==> src/rtl/stream_mux_pkg.sv <==
// Shared constants and helpers for the stream_mux N-channel registered multiplexor.
package stream_mux_pkg;

   localparam int unsigned STAT_W      = 16;
   localparam logic [STAT_W-1:0] STAT_MAX = 16'hFFFF;

   localparam int unsigned RR_MODE_SEL = 0;
   localparam int unsigned RR_MODE_RR  = 1;

   // Select/index width: at least one bit even for degenerate channel counts.
   function automatic int unsigned sel_width(input int unsigned channels);
      return (channels > 2) ? int'($clog2(channels)) : 1;
   endfunction

endpackage

==> src/rtl/stream_mux_rr_arbiter.sv <==
// Round-robin arbiter: first requester at or after ptr wins; ptr moves past the winner on advance.
module stream_mux_rr_arbiter
   import stream_mux_pkg::*;
#(
   parameter  int unsigned CHANNELS = 4,
   localparam int unsigned SELW     = sel_width(CHANNELS)
) (
   input  logic                clk,
   input  logic                reset,
   input  logic [CHANNELS-1:0] req,
   input  logic                advance,
   output logic [SELW-1:0]     grant,
   output logic                grant_valid
);

   logic [SELW-1:0] ptr;
   logic [SELW-1:0] idx;

   // Scan upward from ptr with wrap; the first hit is kept.
   always_comb begin
      grant       = '0;
      grant_valid = 1'b0;
      idx         = '0;
      for (int unsigned k = 0; k < CHANNELS; k++) begin
         idx = SELW'((32'(ptr) + k) % CHANNELS);
         if (!grant_valid && req[idx]) begin
            grant       = idx;
            grant_valid = 1'b1;
         end
      end
   end

   always_ff @(posedge clk) begin
      if (reset) begin
         ptr <= '0;
      end else if (advance) begin
         ptr <= (32'(grant) == CHANNELS - 1) ? '0 : grant + 1'b1;
      end
   end

endmodule

==> src/rtl/stream_mux.sv <==
// Registered N-channel stream multiplexor with valid/ready flow control, select or round-robin.
// Optional per-channel grant counters are enabled with `define STREAM_MUX_STATS_EN.
module stream_mux
   import stream_mux_pkg::*;
#(
   parameter  int unsigned WIDTH    = 16,
   parameter  int unsigned CHANNELS = 4,
   parameter  int unsigned RR_MODE  = RR_MODE_SEL,
   localparam int unsigned SELW     = sel_width(CHANNELS)
) (
   input  logic                      clk,
   input  logic                      reset,
   input  logic [CHANNELS*WIDTH-1:0] in_data,
   input  logic [CHANNELS-1:0]       in_valid,
   output logic [CHANNELS-1:0]       in_ready,
   input  logic [SELW-1:0]           sel,
   output logic [WIDTH-1:0]          out_data,
   output logic [SELW-1:0]           out_chan,
   output logic                      out_valid,
   input  logic                      out_ready
`ifdef STREAM_MUX_STATS_EN
   ,
   input  logic [SELW-1:0]           stat_sel,
   output logic [STAT_W-1:0]         stat_count
`endif
);

   logic [SELW-1:0]  grant;
   logic             grant_valid;
   logic             can_load;
   logic             valid_g;
   logic             transfer;
   logic [WIDTH-1:0] word;

   assign can_load = !out_valid || out_ready;
   assign transfer = grant_valid && valid_g && can_load && !reset;

   generate
      if (RR_MODE == RR_MODE_RR) begin : g_rr
         logic unused_sel;
         assign unused_sel = ^sel;

         stream_mux_rr_arbiter #(.CHANNELS(CHANNELS)) u_arb (
            .clk         (clk),
            .reset       (reset),
            .req         (in_valid),
            .advance     (transfer),
            .grant       (grant),
            .grant_valid (grant_valid)
         );
      end else begin : g_sel
         assign grant       = sel;
         assign grant_valid = (32'(sel) < CHANNELS);
      end
   endgenerate

   // Decode the grant into ready strobe, valid lookup and word select.
   always_comb begin
      in_ready = '0;
      valid_g  = 1'b0;
      word     = '0;
      for (int unsigned i = 0; i < CHANNELS; i++) begin
         if (32'(grant) == i) begin
            in_ready[i] = grant_valid && can_load && !reset;
            valid_g     = in_valid[i];
            word        = in_data[i*WIDTH +: WIDTH];
         end
      end
   end

   always_ff @(posedge clk) begin
      if (reset) begin
         out_valid <= 1'b0;
         out_data  <= '0;
         out_chan  <= '0;
      end else if (transfer) begin
         out_valid <= 1'b1;
         out_data  <= word;
         out_chan  <= grant;
      end else if (out_ready) begin
         out_valid <= 1'b0;
      end
   end

`ifdef STREAM_MUX_STATS_EN
   logic [STAT_W-1:0] stat_cnt [CHANNELS];

   // Saturating per-channel grant counters.
   always_ff @(posedge clk) begin
      for (int unsigned i = 0; i < CHANNELS; i++) begin
         if (reset) begin
            stat_cnt[i] <= '0;
         end else if (transfer && 32'(grant) == i && stat_cnt[i] != STAT_MAX) begin
            stat_cnt[i] <= stat_cnt[i] + 1'b1;
         end
      end
   end

   always_comb begin
      stat_count = '0;
      for (int unsigned i = 0; i < CHANNELS; i++) begin
         if (32'(stat_sel) == i) stat_count = stat_cnt[i];
      end
   end
`endif

endmodule

==> config.mk <==
export PLATFORM = sky130hd
export DESIGN_NAME = stream_mux
export DESIGN_NICKNAME = d
export VERILOG_FILES = /design/src/rtl/stream_mux_pkg.sv /design/src/rtl/stream_mux_rr_arbiter.sv /design/src/rtl/stream_mux.sv
export SDC_FILE = /design/constraint.sdc
export NUM_CORES = 1
export LEC_CHECK = 0
export BUFFER_PORTS_ARGS = -buffer_cell sky130_fd_sc_hd__buf_2
export CAP_MARGIN = 20
export CORE_AREA = 5 5 66 68
export CTS_CLUSTER_SIZE = 14
export DETAILED_ROUTE_END_ITERATION = 6
export DIE_AREA = 0 0 71 73
export PLACE_DENSITY = 0.78
export SYNTH_ARGS = -nofsm -noshare
export SYNTH_HDL_FRONTEND = slang
export SYNTH_HIERARCHICAL = 1
export SYNTH_SLANG_ARGS = --single-unit
==> constraint.sdc <==
create_clock -name clk -period 1.56 [get_ports clk]
set_clock_uncertainty 0.2 [all_clocks]
set_input_delay 0.156 -clock clk [delete_from_list [all_inputs] [get_ports clk]]
set_output_delay 0.156 -clock clk [all_outputs]
set_load 0.02 [all_outputs]
==> flow_summary.ini <==
[run_status]
status = finished, final reports clean

[clock_tree]
cts_buffers = 3
cts-root-buf = clkbuf_8
cts_hold_buf = 0
clkLatencyLatePin_ns = 0.24
clk_path_buf_depth = 2
clk_pin_slew_ns = 0.07
cts_htree_levels = 1
cts.sink_count = 19
cts_tree = yes

[drt]
wl_per_cell_um = 14.4
vias_per_cell = 5.09
drt_first_pass_iters = 4
first_iter_violations = 57
route.detailed.drc = 0
antenna_left = 0
vias = 1355
drt-total-wl_um = 3820

[worst_setup_path]
crit_family = simple AND/OR/NAND/NOR gates
slowest_stage = dfxtp_2
crit_type = register to output pin
required_ns = 1.20
path_max_fanout = 5
cp_slowest_stage_delay_ns = 0.34
startpoint_type = register
worstPathCellList = nor2b_4 -> nor2_1 -> and3_1 -> buf_6
arrival_ns = 1.17
path_buf_inv = 1
crit_path_end_kind = output pin

[global_routing]
antenna_found_initial = 0
grt.total_usage_pct = 14.4
grt_pass1_vias = 1333
grt_overflow = 0
grt_pass1_wl_um = 5980
grt_max_degree = 20

[placed_design]
placedInstanceArea_um2 = 1780
port_buffers = 95
gp_congestion = 0.730
place_hpwl_um = 3150

[floorplan]
initial_core_util_pct = 32.3
design.portCount = 96
die-width_um = 71
fp-row-count = 23
core_area_um2 = 3800
die_h_um = 73
dieArea_um2 = 5180

[synth]
seq_area_frac_synth_pct = 31.0
synth_area_leaders = dfxtp_1, mux4_2, a21oi_1
synth_top_area_cell = dfxtp_1
synth.cell_area_um2 = 1230
synthesis.nets = 191
synth_cell_type_count = 24
yosys_warnings = 6
synthTopCellsByCount = dfxtp_1, a21oi_1, nand3_1, mux4_2, o21ai_0
syn_area_per_cell_um2 = 10.4
synthCells = 118
synth_enable_flop_cells = 0
ys.flop_type = dfxtp_1
synthArstFlopShare_pct = 0
synth_most_common_cell = dfxtp_1
ys_seq_elements = 19
yosysTopAreaCellShare_pct = 31.0

[layout]
nets = 290
antenna_cells = 0
drive_gt1_share_pct = 61.6
area_growth_pct = 51.0
final_cell_area_um2 = 1850

[timing]
finalCritPeriodShare_pct = 97.8
rsz0062_at_grt = true
finalHoldViolations = 0
drv_slew = 0
fmax_ghz = 0.656
fin_crit_ns = 1.53
finalSetupViolCount = 0
tightest_slew_ns = 0.372
slew_headroom_pct = 75.2

[power_and_ir_drop]
vdd_drop_max_mv = 0.473
power_density_nw_per_um2 = 721
power_w = 0.00133
leakagePower_nw = 0.870

[flow_run]
drv_cap = 0

[hold_path]
hold_path.class = input port to register
## repair_timing
item,CTS,global route
setup buffers,0,1
gates resized for setup,0,5
endpoints found under the setup margin,0,14
## registers in the layout, indices dropped and copies added (netlist names)
| register | count |
|---|---|
| out_chan | 2 |
| out_valid | 1 |
| out_data | 16 |
## through the flow
step	std cells	TNS, ns	hold WS (ns)	util, %	setup WS, ns
floorplan	118	-0.0339	0.189	-	-0.0189
global placement	261	0	0.248	46.9	0.0493
detailed placement	261	0	0.252	46.9	0.0351
CTS	265	0	0.0849	48.1	0.0329
global route	266	-0.0283	0.0995	48.7	-0.0283
finish	266	0	0.0936	48.7	0.0349
## routing by layer
layer / up-vias / wire [um] / GRT usage [%]
met2: 46 / 2130 / 27.1
met5: - / 0 / 0
met3: 4 / 233 / 3.17
met4: 0 / 50 / 4.38
met1: 650 / 1410 / 16.2
li1: 655 / - / -
## worst min-delay path, cell delays in order
cell and delay (ns):
buf_2 0.11, nand2b_1 0.16, a21oi_1 0.08
## placed cells by master, fill, tap and decap left out, types with 2 or more instances in the layout
cell      instances
o21ai_1           8
nor2_1            2
o21ai_0           9
buf_4             9
clkbuf_8          3
and3_1            3
mux4_2           16
buf_2            93
buf_12            2
a21oi_1          18
nand3_1          17
buf_6             3
dfxtp_1          18
nor4_1            2
## final timing paths
kind	startpoint	endpoint	slack, ns	cells past startpoint
min reg2reg	out_data[8]$_SDFFE_PP0P_	out_data[8]$_SDFFE_PP0P_	0.26	2
max reg2reg	out_valid$_SDFFE_PP0P_	out_data[7]$_SDFFE_PP0P_	0.08	5
max	out_valid$_SDFFE_PP0P_	in_ready[3]	0.03	4
min	out_ready	out_valid$_SDFFE_PP0P_	0.09	3
## kinds of logic (layout without fill, tap and decap cells)
logic type,count (synthesis),after routing,share of synthesized area (%)
compound gates,37,37,15.7
simple gates,30,30,13.6
flops,19,19,31.0
mux,18,18,31.4
buf+inv,14,112,8.26
## report_power, final
part	switching, W	leakage, nW	internal [W]
combinational	0.000224	0.691	0.000238
clock	0.000148	0.0228	0.000181
sequential	0.0000182	0.157	0.000527
## cell type report
type	count	area (um^2)
fillers	400	1950
multi-input cells	85	752
repair buffers	107	607
flip-flops and latches	19	382
well taps	50	62.6
clock buffers	4	45.0
inverters	1	3.75
No activity file was read; power rests on OpenSTA's default activity.
